$ cat src/rtl/uart_pkg.sv
// Shared UART definitions: FSM state encoding, frame width, clock constants.
// Imported by uart_rx and the other UART blocks.
package uart_pkg;

    localparam int CLK_FREQ_HZ          = 100_000_000;
    localparam int BAUD_RATE            = 115_200;
    localparam int DEFAULT_CLKS_PER_BIT = CLK_FREQ_HZ / BAUD_RATE;
    localparam int DATA_BITS            = 8;
    localparam int BIT_IDX_W            = $clog2(DATA_BITS);

    typedef enum logic [2:0] {
        S_IDLE      = 3'd0,
        S_START     = 3'd1,
        S_DATA      = 3'd2,
        S_STOP      = 3'd3,
        S_WAIT_HIGH = 3'd4
    } state_t;

endpackage

$ cat src/rtl/sync_2ff.sv
// Generic two-flop synchronizer for an asynchronous single-bit input.
// Ports: clk, reset (sync, active-high), d (async in), q (synchronized out).
module sync_2ff #(
    parameter logic RESET_VAL = 1'b1
) (
    input  logic clk,
    input  logic reset,
    input  logic d,
    output logic q
);

    logic meta;

    always_ff @(posedge clk) begin
        if (reset) begin
            meta <= RESET_VAL;
            q    <= RESET_VAL;
        end else begin
            meta <= d;
            q    <= meta;
        end
    end

endmodule

$ cat src/rtl/uart_rx.sv
// UART 8N1 receiver, LSB first, mid-bit sampling via a bit-period counter.
// Ports: clk, reset (sync, active-high), rx (async serial, idle high),
//        data (last good byte), rx_valid (1-cycle pulse),
//        frame_err (1-cycle pulse), rx_busy (frame in progress).
module uart_rx
    import uart_pkg::*;
#(
    parameter int CLKS_PER_BIT = DEFAULT_CLKS_PER_BIT,
    parameter int CNT_W        = 16
) (
    input  logic                 clk,
    input  logic                 reset,
    input  logic                 rx,
    output logic [DATA_BITS-1:0] data,
    output logic                 rx_valid,
    output logic                 frame_err,
    output logic                 rx_busy
);

    localparam logic [CNT_W-1:0] HALF_TC = CNT_W'(CLKS_PER_BIT / 2 - 1);
    localparam logic [CNT_W-1:0] BIT_TC  = CNT_W'(CLKS_PER_BIT - 1);
    localparam logic [BIT_IDX_W-1:0] LAST_BIT = BIT_IDX_W'(DATA_BITS - 1);

    logic rx_s;

    state_t                 state, state_n;
    logic [CNT_W-1:0]       cnt, cnt_n;
    logic [BIT_IDX_W-1:0]   bit_idx, bit_idx_n;
    logic [DATA_BITS-1:0]   shift_reg, shift_n;
    logic [DATA_BITS-1:0]   data_n;
    logic                   valid_n, err_n;

    sync_2ff #(
        .RESET_VAL(1'b1)
    ) u_sync (
        .clk  (clk),
        .reset(reset),
        .d    (rx),
        .q    (rx_s)
    );

    always_ff @(posedge clk) begin
        if (reset) begin
            state     <= S_IDLE;
            cnt       <= '0;
            bit_idx   <= '0;
            shift_reg <= '0;
            data      <= '0;
            rx_valid  <= 1'b0;
            frame_err <= 1'b0;
        end else begin
            state     <= state_n;
            cnt       <= cnt_n;
            bit_idx   <= bit_idx_n;
            shift_reg <= shift_n;
            data      <= data_n;
            rx_valid  <= valid_n;
            frame_err <= err_n;
        end
    end

    always_comb begin
        state_n   = state;
        cnt_n     = cnt + CNT_W'(1);
        bit_idx_n = bit_idx;
        shift_n   = shift_reg;
        data_n    = data;
        valid_n   = 1'b0;
        err_n     = 1'b0;
        unique case (state)
            S_IDLE: begin
                cnt_n = '0;
                if (!rx_s) state_n = S_START;
            end
            S_START: begin
                // Re-check the line at mid start bit to reject glitches.
                if (cnt == HALF_TC) begin
                    cnt_n     = '0;
                    bit_idx_n = '0;
                    state_n   = rx_s ? S_IDLE : S_DATA;
                end
            end
            S_DATA: begin
                if (cnt == BIT_TC) begin
                    cnt_n            = '0;
                    shift_n[bit_idx] = rx_s;
                    bit_idx_n        = bit_idx + BIT_IDX_W'(1);
                    if (bit_idx == LAST_BIT) state_n = S_STOP;
                end
            end
            S_STOP: begin
                // Leaving mid stop bit lets a back-to-back start edge be seen.
                if (cnt == BIT_TC) begin
                    cnt_n = '0;
                    if (rx_s) begin
                        data_n  = shift_reg;
                        valid_n = 1'b1;
                        state_n = S_IDLE;
                    end else begin
                        err_n   = 1'b1;
                        state_n = S_WAIT_HIGH;
                    end
                end
            end
            S_WAIT_HIGH: begin
                // A held-low line (break) must not decode as 0x00 frames.
                cnt_n = '0;
                if (rx_s) state_n = S_IDLE;
            end
            default: begin
                cnt_n   = '0;
                state_n = S_IDLE;
            end
        endcase
    end

    assign rx_busy = (state != S_IDLE);

endmodule

$ cat config.mk
export PLATFORM = sky130hd
export DESIGN_NAME = uart_rx
export DESIGN_NICKNAME = d
export VERILOG_FILES = /design/src/rtl/uart_pkg.sv /design/src/rtl/sync_2ff.sv /design/src/rtl/uart_rx.sv
export SDC_FILE = /design/constraint.sdc
export NUM_CORES = 1
export LEC_CHECK = 0
export BUFFER_PORTS_ARGS = -buffer_cell sky130_fd_sc_hd__buf_2
export CAP_MARGIN = 20
export CORE_AREA = 2 2 61 63
export DETAILED_ROUTE_END_ITERATION = 10
export DIE_AREA = 0 0 63 65
export GPL_TIMING_DRIVEN = 0
export PLACE_DENSITY = 0.83
export SETUP_SLACK_MARGIN = 0.4
export SYNTH_ARGS = -nofsm -noshare
export SYNTH_HDL_FRONTEND = slang
export SYNTH_SLANG_ARGS = --single-unit
$ cat constraint.sdc
create_clock -name clk -period 2.66 [get_ports clk]
set_input_delay 0.532 -clock clk [delete_from_list [all_inputs] [get_ports clk]]
set_output_delay 0.532 -clock clk [all_outputs]
set_load 0.005 [all_outputs]
==> results.json, run 1 <==
{
  "coreArea_sq_um": 3500,
  "cts_hold_buf": 0,
  "finalCritPeriodShare": 0.809,
  "clk_latency_ns": 0.35,
  "drt_wl_total_microns": 3160,
  "fin_nets": 232,
  "powerDensity_nw_per_um2": 534,
  "cp_slowest_stage_delay_ns": 0.51,
  "yosysWarningCount": 0,
  "grt_pass1_wl_microns": 5310,
  "num_rows": 22,
  "grt_pass1_vias": 1205,
  "dp_hpwl_microns": 2180,
  "cts_setup_buffers": 0,
  "path_max_fanout": 7,
  "worst_r2r_endpoint": "state[0]",
  "end_kind": "flip-flop",
  "vdd_drop_max_uv": 263,
  "finalHoldViolCount": 0,
  "syn2layout_area_growth_pct": 11.1,
  "start_util": 0.541,
  "ys_types": 39,
  "tns_ns": 0,
  "grt_max_degree": 13,
  "crit_required_ns": 2.91,
  "worst_hold_path.endpoint": "u_sync.meta",
  "synth_top_cell_by_area": "dfxtp_1",
  "globalplace.congestion": 0.818,
  "maxSlewViolCount": 0,
  "syn_avg_cell_area_sq_um": 9.22,
  "via_per_inst": 5.18,
  "finClkSkew_ns": 0.00466,
  "die_x_microns": 63,
  "setup_ws_ns": 0.509,
  "numPortBuffers": 13,
  "fmax_mhz": 465,
  "synth-edff-count": 0,
  "rsz0062_at_grt": "yes",
  "synth-main-ff-cell": "dfxtp_1",
  "largest_register_ffs": 16,
  "vias": 1420,
  "top_level_ports": 14,
  "startpoint": "cnt[0]",
  "hp-start": "rx",
  "drc_errors": 0,
  "finalSetupViolations": 0,
  "wl_per_cell_microns": 11.5,
  "cts_tree": "built",
  "grt_usage": 0.167,
  "die_y_microns": 65,
  "r2r_cells": 6,
  "startpoint_type": "flip-flop",
  "htreeDepth": 2,
  "syn_area_sq_um": 1890,
  "synth_top_area_frac": 0.445,
  "overflow": 0,
  "clk_pin_slew_ns": 0.12,
  "dr.pass1.iters": 4,
  "diodes": 0,
  "ys_seq_area_frac": 0.445,
  "postSynthCellCount": 205,
  "synthTopCellsByArea": "dfxtp_1, nor2_1, mux2i_1, xor2_1, xnor2_1",
  "instances_no_fill": 274,
  "synth.ff_latch_count": 42,
  "numCtsBuffers": 5,
  "leakagePower_uw": 0.000744,
  "maxSlewHeadroom": 0.629,
  "fin_crit_ns": 2.15,
  "cts_buffer_depth": 2,
  "rrSetupSlack_ns": 0.51,
  "status": "complete, no violations",
  "min_path_cells": 2,
  "clock-sinks": 42,
  "rr_startpoint": "cnt[0]",
  "hp-class": "primary input to flip-flop",
  "dp.cells": 266,
  "cp_slowest_cell": "or4_4",
  "final_antenna_net_count": 0,
  "async_flop_share": 0,
  "drv_cap": 0,
  "dieArea_sq_um": 4100,
  "cpLargestDelayFamily": "simple AND/OR/NAND/NOR gates",
  "root_buffer": "clkbuf_4",
  "crit_type": "flip-flop to flip-flop",
  "drtIter0Drc": 74,
  "cp_cell_sequence": "ha_2 > nor3b_4 > nand4_4 > nor2b_4 > or4_4 > mux2_4",
  "cp.buffers_inverters": 0,
  "syn_nets": 212,
  "grt_antenna_before_repair": 0,
  "drive_gt1_frac": 0.195,
  "place_ws_ns": 0.166,
  "worst_pin_slew_ns": 0.552,
  "worstPathArrival_ns": 2.40
}
[power by group]
group | internal [uW] | switching, uW | total, uW | leakage [uW]
clock network | 128 | 204 | 332 | 0.0000353
logic | 65.7 | 80.4 | 146 | 0.000370
registers | 639 | 3.53 | 642 | 0.000339
total | 833 | 288 | 1120 | 0.000744
[synth_stat cells, types with 2 or more instances]
cell and count:
dfxtp_1 42, nor2_1 32, nand2_1 11, a21oi_1 10, mux2i_1 9, nand3_1 9, nand2b_1 8, xor2_1 8
clkbuf_1 7, nor2b_1 6, o21ai_0 6, xnor2_1 6, nand4_1 5, nor3_1 5, ha_1 4, a31o_2 3
nor4_1 3, or2_2 3, and3_1 2, inv_1 2, mux2_2 2, nand3b_1 2, nor3b_1 2, or3_1 2
or3b_2 2
[cell families after synthesis]
family                     synth area share
AOI/OAI and AO/OA                    0.0649
xor gates and xnor gates             0.0649
adders and majority gates            0.0265
buffers and inverters                0.0205
DFF                                   0.445
muxes                                0.0675
and+or+nand+nor                       0.311
[timing repair]
action / in CTS / in global routing
endpoints found under the setup margin: 11 / 12
resized for setup: 3 / 3
endpoints found under the hold margin: 0 / 0
[area by class of cell]
type                    count  area [sq um]
clock inverters             1          5.00
flip-flops and latches     42           842
repair buffers             13          65.1
well taps                  48          60.1
clock buffers               7          55.1
inverters                   2          7.51
plain buffers               8          31.3
fillers                   312          1400
multi-input cells         153          1030
[metal layers]
layer | global-route usage | vias to the layer above | routed length (microns) | part of all wire
met5 | 0 | - | 0 | 0
met4 | 0.0750 | 0 | 41 | 0.013
li1 | - | 748 | - | -
met2 | 0.253 | 25 | 1380 | 0.44
met1 | 0.216 | 642 | 1620 | 0.51
met3 | 0.0538 | 5 | 121 | 0.038
[how the worst max path moves through the flow]
stage	cells after the start	slack [ns]	to
2_1_floorplan	6	0.47	state[0]
3_3_place_gp	7	0.23	cnt[12]
3_5_place_dp	7	0.17	cnt[15]
4_1_cts	6	0.41	state[0]
5_1_grt	6	0.40	state[0]
6_report	6	0.51	state[0]
[cell usage in the layout, fill, tap and decap left out, types with 6 or more instances in the layout]
cell and instances:
dfxtp_1 41, nor2_1 31, buf_2 14, nand2_1 11, a21oi_1 10, nand3_1 9
mux2i_1 9, clkbuf_1 8, nand2b_1 8, xor2_1 8, nor2b_1 6, xnor2_1 6
o21ai_0 6
[stage by stage]
stage / total power [uW] / area, sq um / hold WS (ns) / util
finish: 1120 / 2100 / 0.352 / 0.601
global placement: 797 / 2020 / 0.392 / 0.577
floorplan: 770 / 1890 / 0.389 / -
global route: 1170 / 2100 / 0.336 / 0.601
CTS: 1130 / 2090 / 0.339 / 0.599
detailed placement: 799 / 2020 / 0.392 / 0.577
Note: power is estimated with default switching activity, not from simulation.
==> run 2, diff against run 1 <==
clock period = 2.2 ns   (was 2.66 ns; I/O delays follow)
==> results.json, run 2 (same netlist as run 1, synthesis figures left out) <==
{
  "clk_pin_slew_ns": 0.12,
  "vdd_drop_max_uv": 398,
  "start_util": 0.541,
  "final_cell_mix": "dfxtp_1, nor2_1, buf_2",
  "min_path_cells": 2,
  "drive_gt1_frac": 0.305,
  "drv_cap": 0,
  "grt_pass1_wl_microns": 6310,
  "worst_pin_slew_ns": 0.535,
  "cp_slowest_stage_delay_ns": 0.54,
  "drtIter0Drc": 64,
  "via_per_inst": 5.26,
  "top_level_ports": 14,
  "powerDensity_nw_per_um2": 604,
  "dr.pass1.iters": 4,
  "finalSetupViolations": 0,
  "finalHoldViolCount": 0,
  "dp_hpwl_microns": 2400,
  "hp-class": "primary input to flip-flop",
  "drt_wl_total_microns": 3790,
  "instances_no_fill": 291,
  "crit_type": "flip-flop to flip-flop",
  "path_max_fanout": 5,
  "finClkSkew_ns": 0.0116,
  "wl_per_cell_microns": 13.0,
  "hp-start": "rx",
  "numPortBuffers": 13,
  "startpoint_type": "flip-flop",
  "rrSetupSlack_ns": 0.27,
  "grt_max_degree": 13,
  "diodes": 0,
  "htreeDepth": 2,
  "vias": 1531,
  "grt_antenna_before_repair": 0,
  "clk_latency_ns": 0.35,
  "final_antenna_net_count": 0,
  "cp_cell_sequence": "and4_1 > nand4_4 > nor2b_4 > or4_4 > mux2_4",
  "syn2layout_area_growth_pct": 24.6,
  "finalCritPeriodShare": 0.877,
  "cts_tree": "built",
  "status": "complete, no violations",
  "finalPower_uw": 1420,
  "worst_r2r_endpoint": "state[0]",
  "rr_startpoint": "cnt[6]",
  "globalplace.congestion": 0.814,
  "layout_commonest_cell": "dfxtp_1",
  "clock-sinks": 42,
  "dieArea_sq_um": 4100,
  "maxSlewHeadroom": 0.641,
  "tns_ns": 0,
  "cts_hold_buf": 0,
  "grt_pass1_vias": 1433,
  "fmax_mhz": 518,
  "die_x_microns": 63,
  "fin_nets": 249,
  "r2r_cells": 5,
  "num_rows": 22,
  "die_y_microns": 65,
  "numCtsBuffers": 5,
  "grt_usage": 0.199,
  "rsz0062_at_grt": "yes",
  "root_buffer": "clkbuf_4",
  "timing.hold.ws_ns": 0.259,
  "nFillCells": 288,
  "overflow": 0,
  "cp_slowest_cell": "or4_4",
  "coreArea_sq_um": 3500,
  "cts_buffer_depth": 2,
  "largest_register_ffs": 16,
  "dp.cells": 266,
  "worstPathArrival_ns": 2.19,
  "worst_hold_path.endpoint": "u_sync.meta",
  "fin_crit_ns": 1.93,
  "end_kind": "flip-flop",
  "maxSlewViolCount": 0,
  "drc_errors": 0,
  "crit_required_ns": 2.46,
  "leakagePower_uw": 0.000865
}
run 2: cell count changes in the layout (fill, tap and decap cells not counted), moves of 2 or more:
| cell | delta |
|---|---|
| nor4_4 | +2 |
| a21oi_1 | -2 |
| clkbuf_1 | -2 |
| dfxtp_4 | +3 |
| dfxtp_1 | -5 |
| buf_6 | +7 |
| buf_4 | +11 |
| a21oi_2 | +2 |
| dfxtp_2 | +2 |
run 2: where the power goes:
part	switching, uW	total [uW]	internal, uW
clock network	236	391	155
registers	6.30	776	770
logic	116	255	139
total	358	1420	1060
run 2: layer usage:
layer  wire (microns)  global-route usage
met5                0                   0
met4              110               0.117
met3              134              0.0538
met2             1970               0.344
met1             1580               0.218
run 2: area by class of cell:
cell class	instances	area, sq um	share of cell area
Timing Repair Buffer	30	228	0.0967
Multi-Input combinational cell	153	1100	0.468
Clock buffer	7	55.1	0.0234
Clock inverter	1	5.00	0.00213
Sequential cell	42	856	0.363
Tap cell	48	60.1	0.0255
Buffer	8	42.5	0.0181
Inverter	2	7.51	0.00319
run 2: repair_timing:
item                                    4_1_cts  5_1_grt
setup buffers                                14        3
cloned                                        0        0
resized for setup                            18       13
endpoints found under the setup margin       38       33
pin swaps                                     9        6
run 2: critical path: cells and delay by family (launching register included):
family           cells  cell delay, ns
DFF                  1            0.45
muxes                1            0.30
and+or+nand+nor      4            1.09
run 2: worst max-delay path by stage:
| stage | end | from | depth (start not counted) |
|---|---|---|---|
| finish | state[0] | cnt[6] | 5 |
| floorplan | state[0] | cnt[0] | 6 |
| CTS | state[0] | cnt[3] | 5 |
| global route | state[0] | cnt[2] | 5 |
| global placement | cnt[2] | cnt[0] | 7 |
| detailed placement | cnt[2] | cnt[0] | 7 |
run 2: metrics by stage:
step | util | instance area, sq um | setup slack, ns
floorplan | - | 1930 | 0.312
global placement | 0.587 | 2050 | 0.106
detailed placement | 0.587 | 2050 | 0.0887
CTS | 0.654 | 2290 | 0.270
global route | 0.674 | 2350 | 0.192
finish | 0.674 | 2350 | 0.270
==> run 3, diff against run 2 <==
CORE_AREA = 2 2 63 65   (was 2 2 61 63)
DIE_AREA = 0 0 65 67   (was 0 0 63 65)
PLACE_DENSITY = 0.84   (was 0.83)
SYNTH_HIERARCHICAL = 1   (was unset)
==> results.json, run 3 <==
{
  "vias": 1944,
  "drc_errors": 0,
  "dp.cells": 298,
  "wl_per_cell_microns": 16.0,
  "largest_register_ffs": 16,
  "syn2layout_area_growth_pct": 31.5,
  "numPortBuffers": 13,
  "synth_top_area_frac": 0.407,
  "dieArea_sq_um": 4360,
  "dr.pass1.iters": 4,
  "rsz0062_at_grt": "yes",
  "clk_latency_ns": 0.31,
  "synth_mux_area_frac": 0.0182,
  "rrSetupSlack_ns": -0.02,
  "maxSlewHeadroom": 0.534,
  "num_rows": 22,
  "drive_gt1_frac": 0.362,
  "synthSimpleGateAreaFrac": 0.294,
  "final_cell_mix": "dfxtp_1, nand3_1, a21oi_1",
  "coreArea_sq_um": 3610,
  "hp-class": "primary input to flip-flop",
  "via_per_inst": 6.09,
  "top_level_ports": 14,
  "timing.hold.ws_ns": 0.316,
  "final_antenna_net_count": 0,
  "finClkSkew_ns": 0.00799,
  "crit_required_ns": 2.40,
  "syn_nets": 244,
  "crit_type": "flip-flop to flip-flop",
  "instances_no_fill": 319,
  "nFillCells": 244,
  "setup_ws_ns": -0.0214,
  "regArea_sq_um": 853,
  "grt_pass1_vias": 1790,
  "dpl_cell_area_sq_um": 2270,
  "layout_commonest_cell": "dfxtp_1",
  "worst_pin_slew_ns": 0.699,
  "fmax_mhz": 450,
  "postSynthCellCount": 237,
  "synth_top_cell_by_area": "dfxtp_1",
  "cts_tree": "built",
  "synth_compound_area_frac": 0.154,
  "clk_pin_slew_ns": 0.08,
  "min_path_cells": 2,
  "synth-main-ff-cell": "dfxtp_1",
  "maxSlewViolCount": 0,
  "synthTopCellsByArea": "dfxtp_1, nor3_1, nand3_1, a21oi_1, o21ai_0",
  "overflow": 0,
  "violations": "negative setup slack",
  "synth.ff_latch_count": 42,
  "endpoint": "state[0]",
  "ys_types": 42,
  "grt_antenna_before_repair": 0,
  "end_kind": "flip-flop",
  "drtIter0Drc": 201,
  "startpoint": "cnt[12]",
  "grt_pass1_wl_microns": 8200,
  "finalHoldViolCount": 0,
  "clock-sinks": 42,
  "cts_buffer_depth": 2,
  "leakagePower_uw": 0.000870,
  "synth_common_cells": "dfxtp_1, nor3_1, nand3_1",
  "numCtsBuffers": 5,
  "drv_cap": 0,
  "worst_r2r_endpoint": "state[0]",
  "synth_top_family_by_area": "simple AND/OR/NAND/NOR gates",
  "ys_seq_area_frac": 0.407,
  "syn_avg_cell_area_sq_um": 8.72,
  "vdd_drop_max_uv": 343,
  "finalCritPeriodShare": 1.01,
  "multiInputGateArea_sq_um": 1360,
  "fin_nets": 277,
  "start_util": 0.573,
  "syn_area_sq_um": 2070,
  "rr_startpoint": "cnt[12]",
  "worstPathArrival_ns": 2.42,
  "r2r_cells": 5,
  "grt_usage": 0.245,
  "grt_max_degree": 15,
  "startpoint_type": "flip-flop",
  "die_y_microns": 67,
  "die_x_microns": 65,
  "fin_crit_ns": 2.22,
  "finalSetupViolations": 1,
  "finalPower_uw": 1550,
  "synthAdderAreaFrac": 0.0242,
  "synth-edff-count": 0,
  "status": "finished, violations left",
  "finalInstanceArea_sq_um": 2720,
  "synth_most_common_cell": "dfxtp_1",
  "powerDensity_nw_per_um2": 570,
  "htreeDepth": 2,
  "globalplace.congestion": 0.848,
  "synth_xor_xnor_area_share": 0.0509,
  "async_flop_share": 0,
  "drt_wl_total_microns": 5100,
  "dp_hpwl_microns": 3070,
  "path_max_fanout": 5,
  "diodes": 0,
  "yosysWarningCount": 6,
  "root_buffer": "clkbuf_8"
}
run 3: logic make-up (layout without fill, tap and decap cells):
family,Yosys count,in the layout
mux,3,3
fa+ha+maj,4,4
buf+inv,22,56
xor+xnor,12,12
compound gates,51,51
simple gates,103,103
flops,42,42
run 3: metrics by stage:
stage	setup TNS (ns)	utilization	setup WS [ns]
2_1_floorplan	-0.0214	-	-0.0214
3_3_place_gp	-4.49	0.629	-0.294
3_5_place_dp	-5.75	0.629	-0.320
4_1_cts	0	0.722	0.000699
5_1_grt	-0.271	0.753	-0.0498
6_report	-0.0214	0.753	-0.0214
run 3: timing repair:
action	4_1_cts	5_1_grt
pin swaps	11	8
gates resized for setup	39	22
setup buffers	10	2
hold buffers	0	0
gates cloned	1	0
endpoints found under the setup margin	40	41
run 3: worst min-delay path by stage:
stage / startpoint / end / slack (ns)
2_1_floorplan: u_sync/meta / u_sync/q / 0.39
4_1_cts: rx / u_sync/meta / 0.31
6_report: rx / u_sync/meta / 0.32
3_3_place_gp: u_sync/meta / u_sync/q / 0.39
5_1_grt: rx / u_sync/meta / 0.31
3_5_place_dp: u_sync/meta / u_sync/q / 0.39
run 3: final cells by class:
class | count | area share
inverters | 6 | 0.00829
clock buffers | 5 | 0.0253
flip-flops and latches | 42 | 0.314
well taps | 48 | 0.0221
plain buffers | 16 | 0.0424
repair buffers | 26 | 0.0626
multi-input cells | 173 | 0.500
clock inverters | 3 | 0.0253
run 3: worst max-delay path, stage by stage, from the launching register on:
cell     delay (ns)
dfxtp_2        0.33
or4_4          0.56
or4_4          0.54
buf_6          0.14
a22oi_4        0.23
mux2_4         0.32
run 3: power breakdown:
part	switching (uW)	internal (uW)	leakage [uW]
Clock	290	455	0.0000683
Sequential	1.39	759	0.000342
Combinational	28.6	14.8	0.000459
Total	320	1230	0.000870
run 3: per-layer routing:
metal,share of wire,track usage
met1,0.44,0.299
met2,0.51,0.421
met3,0.039,0.0473
met4,0.017,0.0984
met5,0,0
